$ cat src/rtl/pipelined_segmented_adder.sv
// pipelined_segmented_adder
// WIDTH-bit add/subtract split into SEGMENTS carry-chained slices with one
// register stage per slice. Stage k adds slice k using the carry registered by
// stage k-1. The untouched upper operand bits are skewed forward alongside the
// pipe, and the completed lower result slices accumulate in the stage
// registers, so every output comes straight from a flop. A single global stall
// freezes the whole pipe when the result is held by downstream backpressure.

module pipelined_segmented_adder #(
    parameter int WIDTH    = 52,
    parameter int SEGMENTS = 2
) (
    input  logic             clk,
    input  logic             rst_n,
    input  logic             in_valid,
    output logic             in_ready,
    input  logic [WIDTH-1:0] a,
    input  logic [WIDTH-1:0] b,
    input  logic             cin,
    input  logic             sub,
    output logic             out_valid,
    input  logic             out_ready,
    output logic [WIDTH-1:0] sum,
    output logic             carry,
    output logic             ovf
);

    localparam int SEG_W  = (SEGMENTS > 0) ? ((WIDTH + SEGMENTS - 1) / SEGMENTS) : WIDTH;
    localparam int LAST_W = WIDTH - (SEGMENTS - 1) * SEG_W;

    if ((SEGMENTS < 1) || (SEGMENTS > 8) || (LAST_W <= 0)) begin : g_param_error
        $error("pipelined_segmented_adder: illegal WIDTH/SEGMENTS combination");
    end

    // Whole pipe freezes while a finished result waits for downstream.
    logic stall_s;

    assign stall_s  = out_valid && !out_ready;
    assign in_ready = !stall_s;

    for (genvar k = 0; k < SEGMENTS; k++) begin : g_stage
        localparam int LO = k * SEG_W;                                // first bit of this slice
        localparam int W  = (k == SEGMENTS - 1) ? (WIDTH - LO) : SEG_W; // slice width
        localparam int HI = LO + W;                                   // result bits completed after this stage
        localparam int IW = WIDTH - LO;                               // operand bits still pending at entry

        logic [IW-1:0] a_in_s;
        logic [IW-1:0] bx_in_s;
        logic          c_in_s;
        logic          v_in_s;
        logic [W:0]    slice_s;
        logic [HI-1:0] s_next_s;
        logic [HI-1:0] s_r;
        logic          c_r;
        logic          v_r;

        if (k == 0) begin : g_head
            // Subtraction is a + ~b + 1; the borrow-in is folded into the carry-in.
            assign a_in_s   = a;
            assign bx_in_s  = b ^ {WIDTH{sub}};
            assign c_in_s   = cin ^ sub;
            assign v_in_s   = in_valid;
            assign s_next_s = slice_s[W-1:0];
        end else begin : g_body
            assign a_in_s   = g_stage[k-1].g_fwd.a_r;
            assign bx_in_s  = g_stage[k-1].g_fwd.bx_r;
            assign c_in_s   = g_stage[k-1].c_r;
            assign v_in_s   = g_stage[k-1].v_r;
            assign s_next_s = {slice_s[W-1:0], g_stage[k-1].s_r};
        end

        assign slice_s = {1'b0, a_in_s[W-1:0]} + {1'b0, bx_in_s[W-1:0]} + {{W{1'b0}}, c_in_s};

        // Stage register: completed result bits, slice carry-out and valid bit.
        always_ff @(posedge clk or negedge rst_n) begin
            if (!rst_n) begin
                v_r <= 1'b0;
                c_r <= 1'b0;
                s_r <= {HI{1'b0}};
            end else if (!stall_s) begin
                v_r <= v_in_s;
                c_r <= slice_s[W];
                s_r <= s_next_s;
            end
        end

        if (k < SEGMENTS - 1) begin : g_fwd
            logic [IW-W-1:0] a_r;
            logic [IW-W-1:0] bx_r;

            // Skew register: upper operand slices ride along untouched.
            always_ff @(posedge clk or negedge rst_n) begin
                if (!rst_n) begin
                    a_r  <= {(IW-W){1'b0}};
                    bx_r <= {(IW-W){1'b0}};
                end else if (!stall_s) begin
                    a_r  <= a_in_s[IW-1:W];
                    bx_r <= bx_in_s[IW-1:W];
                end
            end
        end else begin : g_tail
            logic ovf_s;
            logic ovf_r;

            // Carry into the MSB is a^bx^sum at that bit; overflow is it XOR carry-out.
            assign ovf_s = a_in_s[IW-1] ^ bx_in_s[IW-1] ^ slice_s[W-1] ^ slice_s[W];

            // Overflow flag register, aligned with the final result slice.
            always_ff @(posedge clk or negedge rst_n) begin
                if (!rst_n) begin
                    ovf_r <= 1'b0;
                end else if (!stall_s) begin
                    ovf_r <= ovf_s;
                end
            end
        end
    end

    assign out_valid = g_stage[SEGMENTS-1].v_r;
    assign sum       = g_stage[SEGMENTS-1].s_r;
    assign carry     = g_stage[SEGMENTS-1].c_r;
    assign ovf       = g_stage[SEGMENTS-1].g_tail.ovf_r;

endmodule

$ cat config.mk
export PLATFORM = sky130hd
export DESIGN_NAME = pipelined_segmented_adder
export DESIGN_NICKNAME = d
export VERILOG_FILES = /design/src/rtl/pipelined_segmented_adder.sv
export SDC_FILE = /design/constraint.sdc
export NUM_CORES = 1
export LEC_CHECK = 0
export CAP_MARGIN = 20
export CELL_PAD_IN_SITES_DETAIL_PLACEMENT = 0
export CELL_PAD_IN_SITES_GLOBAL_PLACEMENT = 1
export CORE_ASPECT_RATIO = 0.7
export CORE_MARGIN = 1.5
export CORE_UTILIZATION = 30
export DETAILED_ROUTE_END_ITERATION = 10
export PLACE_DENSITY_LB_ADDON = 0.2
export SYNTH_ARGS = -nofsm -noshare
export SYNTH_HDL_FRONTEND = slang
export SYNTH_SLANG_ARGS = --single-unit
$ cat constraint.sdc
create_clock -name clk -period 2.9 [get_ports clk]
set_input_delay 0.725 -clock clk [delete_from_list [all_inputs] [get_ports clk]]
set_output_delay 0.725 -clock clk [all_outputs]
set_load 0.005 [all_outputs]
==> results.md <==
Outcome:
- The flow ran to the end, and the final reports show no timing, DRC or antenna violations.

Synthesis:
- Counting every net in the synthesized netlist gives 1119.
- The number of distinct library cells after synthesis is 64.
- The Yosys step of the flow raised 0 warnings.
- The share of synthesized flip-flops with an asynchronous set or reset is 100%.
- The count of mapped cells out of synthesis is between 900 and 1000.
- The biggest area contributor in the post-synthesis netlist is sky130_fd_sc_hd__dfrtp_1.
- For this run, the register share of the synthesized area comes to about two fifths.
- The cell area after technology mapping is approximately 8200 µm².
- The number of register bits inferred by synthesis is between 100 and 150.
- In this run, synthesis inferred 0 flip-flops with an integrated enable.
- After synthesis, the cell types taking the most area are sky130_fd_sc_hd__dfrtp_1 (41%), sky130_fd_sc_hd__nand2_1 (11%), sky130_fd_sc_hd__ha_1 (7.6%).
- A synthesized cell averages 8.59 µm².
- The dominant register cell in the synthesized netlist is sky130_fd_sc_hd__dfrtp_1.
- The portion of synthesized cell area occupied by the leading cell type is 41.2%.

Power:
- The peak ir drop on the vdd network is about 320 µV.
- Sequential cells burn 33.4% of the power.
- After layout, the design draws a total of around 8.3 mW.
- The static leakage power is around 5 nW.
- The share of total power dissipated in the clock network is between 20% and 30%.
- Internal power comes to 5.51 mW.
- The switching power is about 2.8 mW.
- In this run, the combinational gates consume around 39% of the power.
- The switching portion of total power is approximately a third.
- Power spread over the standard cell area amounts to around 720 nW/µm².

Die:
- The floorplan step defined a die boundary enclosing approximately 28000 µm².
- Once the floorplan was initialized, standard cells occupied 30.6% of the core.
- In this run the standard cell core region covers between 20000 and 30000 µm².
- The number of placement rows is 50.
- The floorplan step set the die width to ~200 µm.
- The die is 141 µm tall.
- The I/O pin total is 166.

STA:
- Adding up every negative setup slack in the final design gives 0 ns.
- The relative slew slack is between 60 and 70%.
- The final hold violation count is 0.
- The final critical-path share of the clock period is between 90% and 100%.
- The worst clock skew on the final layout is between 0.01 and 0.015 ns.
- The clock period minus final worst setup slack is 2.85 ns.
- The final hold slack is roughly 0.25 ns.
- The maximum operating frequency is 0.351 GHz.
- Setup violations remaining at the end of the flow were counted as 0.
- The count of pins over their slew limit came to 0.
- At the pin with the least slew margin, the transition time is ~0.53 ns.
- After layout, the worst setup slack is around 0.05 ns.

Placement:
- The instance area after placement is roughly 11000 µm².
- The final weighted congestion in routability-driven placement is between 0.8 and 0.9.
- In this run the tool buffered the top-level ports with roughly 170 buffer cells.
- Timing analysis after detailed placement gives a worst setup slack of -0.659 ns.
- Summed over all nets, the half-perimeter wirelength after detailed placement is between 15 and 20 mm.

Critical path:
- In this run the register-to-register setup slack is between 0.2 and 0.25 ns.
- The biggest fanout along the worst timing path is 3.
- The worst setup path is launched from an input pin.
- Data arrives at the worst endpoint at between 3 and 4 ns.
- For the worst setup path, the data required time is ~3.2 ns.
- The most numerous cell type found on the critical path is sky130_fd_sc_hd__fa_2.
- The path type of the worst setup path is in -> reg.
- The worst-path cell with the longest stage delay is sky130_fd_sc_hd__fa_2.
- Walking the worst path, the cells encountered are buf_2, xor2_2, fa_2, fa_2, a21oi_4, nor2_4, o211ai_1, a31oi_4, buf_6, o21ai_4, a21oi_1, o31ai_1.
- The delay of the slowest critical-path stage is approximately 0.42 ns.
- The destination of the worst register-to-register timing path is sum[50].
- The worst setup path is captured at a flop.
- For the worst flop-to-flop path, the logic depth is 11.
- The critical register-to-register path startpoint is g_stage[0].c_r.

Layout:
- The fraction of final layout cells with drive strength greater than 1 is between 10% and 20%.
- The total number of nets in the final design is 1327.
- Compared with the post-synthesis result, the final layout area differs by 39.5%.
- In the layout the commonest cells are sky130_fd_sc_hd__nand2_1 (239), sky130_fd_sc_hd__clkdlybuf4s50_1 (159), sky130_fd_sc_hd__dfrtp_1 (135), sky130_fd_sc_hd__a21oi_1 (77), sky130_fd_sc_hd__buf_4 (67).
- The commonest non-fill, non-tap cell in the layout is sky130_fd_sc_hd__nand2_1.
- 0 antenna diodes ended up in the layout.
- After routing the design area is roughly 11000 µm².

Route:
- After detailed routing, the number of vias per cell comes to 4.71.
- The detail-routed net length per standard cell is approximately 15 µm.
- The routed via count is 7252.
- The initial DRC count is between 300 and 400.
- For this block, the routed nets add up to around 24 mm of wire.
- The number of routed nets with antenna violations is 0.
- The post-detailed-route DRC marker count is 0.
- The first detailed-routing pass took 4 iterations.

Clock tree:
- The clock latency reported for the late side of the worst-skew pair is about 0.43 ns.
- The tree is rooted in a sky130_fd_sc_hd__clkbuf_16.
- The number of hold buffers added after CTS was 0.
- The clock tree synthesis step divided the H-tree into 4 levels.
- After clock tree synthesis, the clock-pin slew on the worst setup and hold paths is approximately 0.060 ns.
- For this design, the sink count on the clock tree is around 140.
- TritonCTS built the clock tree.
- The number of buffers added by the clock tree synthesis step is 17.
- The maximum count of clock buffers along a single path is 2.

Global routing:
- The first global-routing pass estimated approximately 38 mm of wire.
- The initial antenna violation count is 0.
- Entering global routing, the biggest net connects slightly above 80 pins.
- Summed over all layers, the global routing overflow is 0.
- Global routing used roughly 17% of the available tracks.
- The via count of the first global-routing pass came to 7129.

Min path:
- The path class of the tightest hold or removal check is in -> async.

Flow run:
- Across the run, the number of max-cap violations was 0.
## worst max path at each step
stage | slack [ns] | startpoint | end | cells after the start
2_1_floorplan | -0.22 | sub | g_stage[0].c_r | 12
3_3_place_gp | -0.60 | b[0] | g_stage[0].s_r[20] | 11
3_5_place_dp | -0.66 | b[0] | g_stage[0].s_r[20] | 11
4_1_cts | 0.004 | cin | g_stage[0].s_r[20] | 11
5_1_grt | -0.03 | b[0] | g_stage[0].s_r[16] | 12
6_report | 0.05 | b[0] | g_stage[0].s_r[16] | 12
## per-stage QoR
stage / instances / utilization [%]
after global routing: 1539 / 42.7
after global placement: 1504 / 40.0
final: 1539 / 42.7
after CTS: 1538 / 42.3
after floorplan: 955 / -
after detailed placement: 1504 / 40.0
## synth_stat cells, types with 2 or more instances
master and count:
sky130_fd_sc_hd__nor2b_1 6, sky130_fd_sc_hd__fa_1 4, sky130_fd_sc_hd__o31ai_1 7, sky130_fd_sc_hd__buf_2 5
sky130_fd_sc_hd__o21ai_0 63, sky130_fd_sc_hd__nand3_1 21, sky130_fd_sc_hd__o31a_1 2, sky130_fd_sc_hd__clkbuf_2 2
sky130_fd_sc_hd__o21ai_1 4, sky130_fd_sc_hd__and3_1 6, sky130_fd_sc_hd__and2_1 2, sky130_fd_sc_hd__a21oi_2 2
sky130_fd_sc_hd__xnor2_1 41, sky130_fd_sc_hd__nand4b_1 2, sky130_fd_sc_hd__a211o_1 2, sky130_fd_sc_hd__dfrtp_1 135
sky130_fd_sc_hd__clkbuf_1 32, sky130_fd_sc_hd__o211ai_1 6, sky130_fd_sc_hd__o21bai_1 7, sky130_fd_sc_hd__nor3_1 10
sky130_fd_sc_hd__o21a_1 13, sky130_fd_sc_hd__ha_1 50, sky130_fd_sc_hd__nor3b_1 3, sky130_fd_sc_hd__or2_2 4
sky130_fd_sc_hd__buf_1 10, sky130_fd_sc_hd__nand2_1 239, sky130_fd_sc_hd__nor2_1 49, sky130_fd_sc_hd__and4_1 6
sky130_fd_sc_hd__a211oi_1 11, sky130_fd_sc_hd__inv_1 20, sky130_fd_sc_hd__a21o_1 19, sky130_fd_sc_hd__a21oi_1 80
sky130_fd_sc_hd__nand2b_1 7, sky130_fd_sc_hd__nand4_1 7, sky130_fd_sc_hd__mux2_2 3, sky130_fd_sc_hd__a31oi_1 5
sky130_fd_sc_hd__xor2_1 43
## critical path, delay by kind of cell
| family | cells | cell delay (ns) |
|---|---|---|
| AO/OA/AOI/OAI | 6 | 1.12 |
| adder cells (fa/ha/maj) | 2 | 0.81 |
| buffers and inverters | 2 | 0.27 |
| XOR/XNOR | 1 | 0.17 |
| AND/OR/NAND/NOR | 1 | 0.07 |
## routing by layer
layer	vias up	global-route usage (%)	share of wire [%]	wire length [µm]
met3	19	4.39	4.6	1090
met2	126	24.0	40	9580
met5	-	0	0	0
li1	3698	-	-	-
met4	0	4.39	0.94	223
met1	3409	25.9	54	12900
## cell families (layout without fill, tap and decap cells)
group	Yosys count	after routing	share of synthesized area (%)
xor gates and xnor gates	84	84	8.96
DFF	135	135	41.2
AOI/OAI and AO/OA	240	240	18.2
muxes	4	4	0.534
buffers and inverters	69	289	3.26
and+or+nand+nor	369	369	19.3
adders and majority gates	54	54	8.60
## power by group through the flow
stage	clock (mW)	combinational [mW]	sequential, mW
after floorplan	0	1.72	2.75
after CTS	2.32	3.26	2.78
after detailed placement	0	3.23	2.81
after global routing	2.39	3.64	2.85
after global placement	0	3.21	2.81
final	2.25	3.27	2.77
## registers in the layout, summed over array words and instances (netlist names)
signal	cells
sum	52
g_stage.v_r	1
g_stage.g_fwd.bx_r	26
g_stage.c_r	1
out_valid	1
carry	1
g_stage.s_r	26
g_stage.g_fwd.a_r	26
ovf	1
## timing repair
| action | 4_1_cts | 5_1_grt |
|---|---|---|
| setup buffers | 3 | 1 |
| endpoints found under the hold margin | 0 | 0 |
| setup endpoints to repair | 6 | 13 |
| pin swaps | 10 | 9 |
| gates resized for setup | 7 | 22 |
## area by class of cell
type | count | area [µm²]
repair buffers | 238 | 2250
multi-input cells | 751 | 4700
well taps | 364 | 455
clock buffers | 22 | 464
inverters | 20 | 77.6
flip-flops and latches | 135 | 3380
fillers | 2717 | 15400
clock inverters | 9 | 125
No activity file was read; power rests on OpenSTA's default activity.
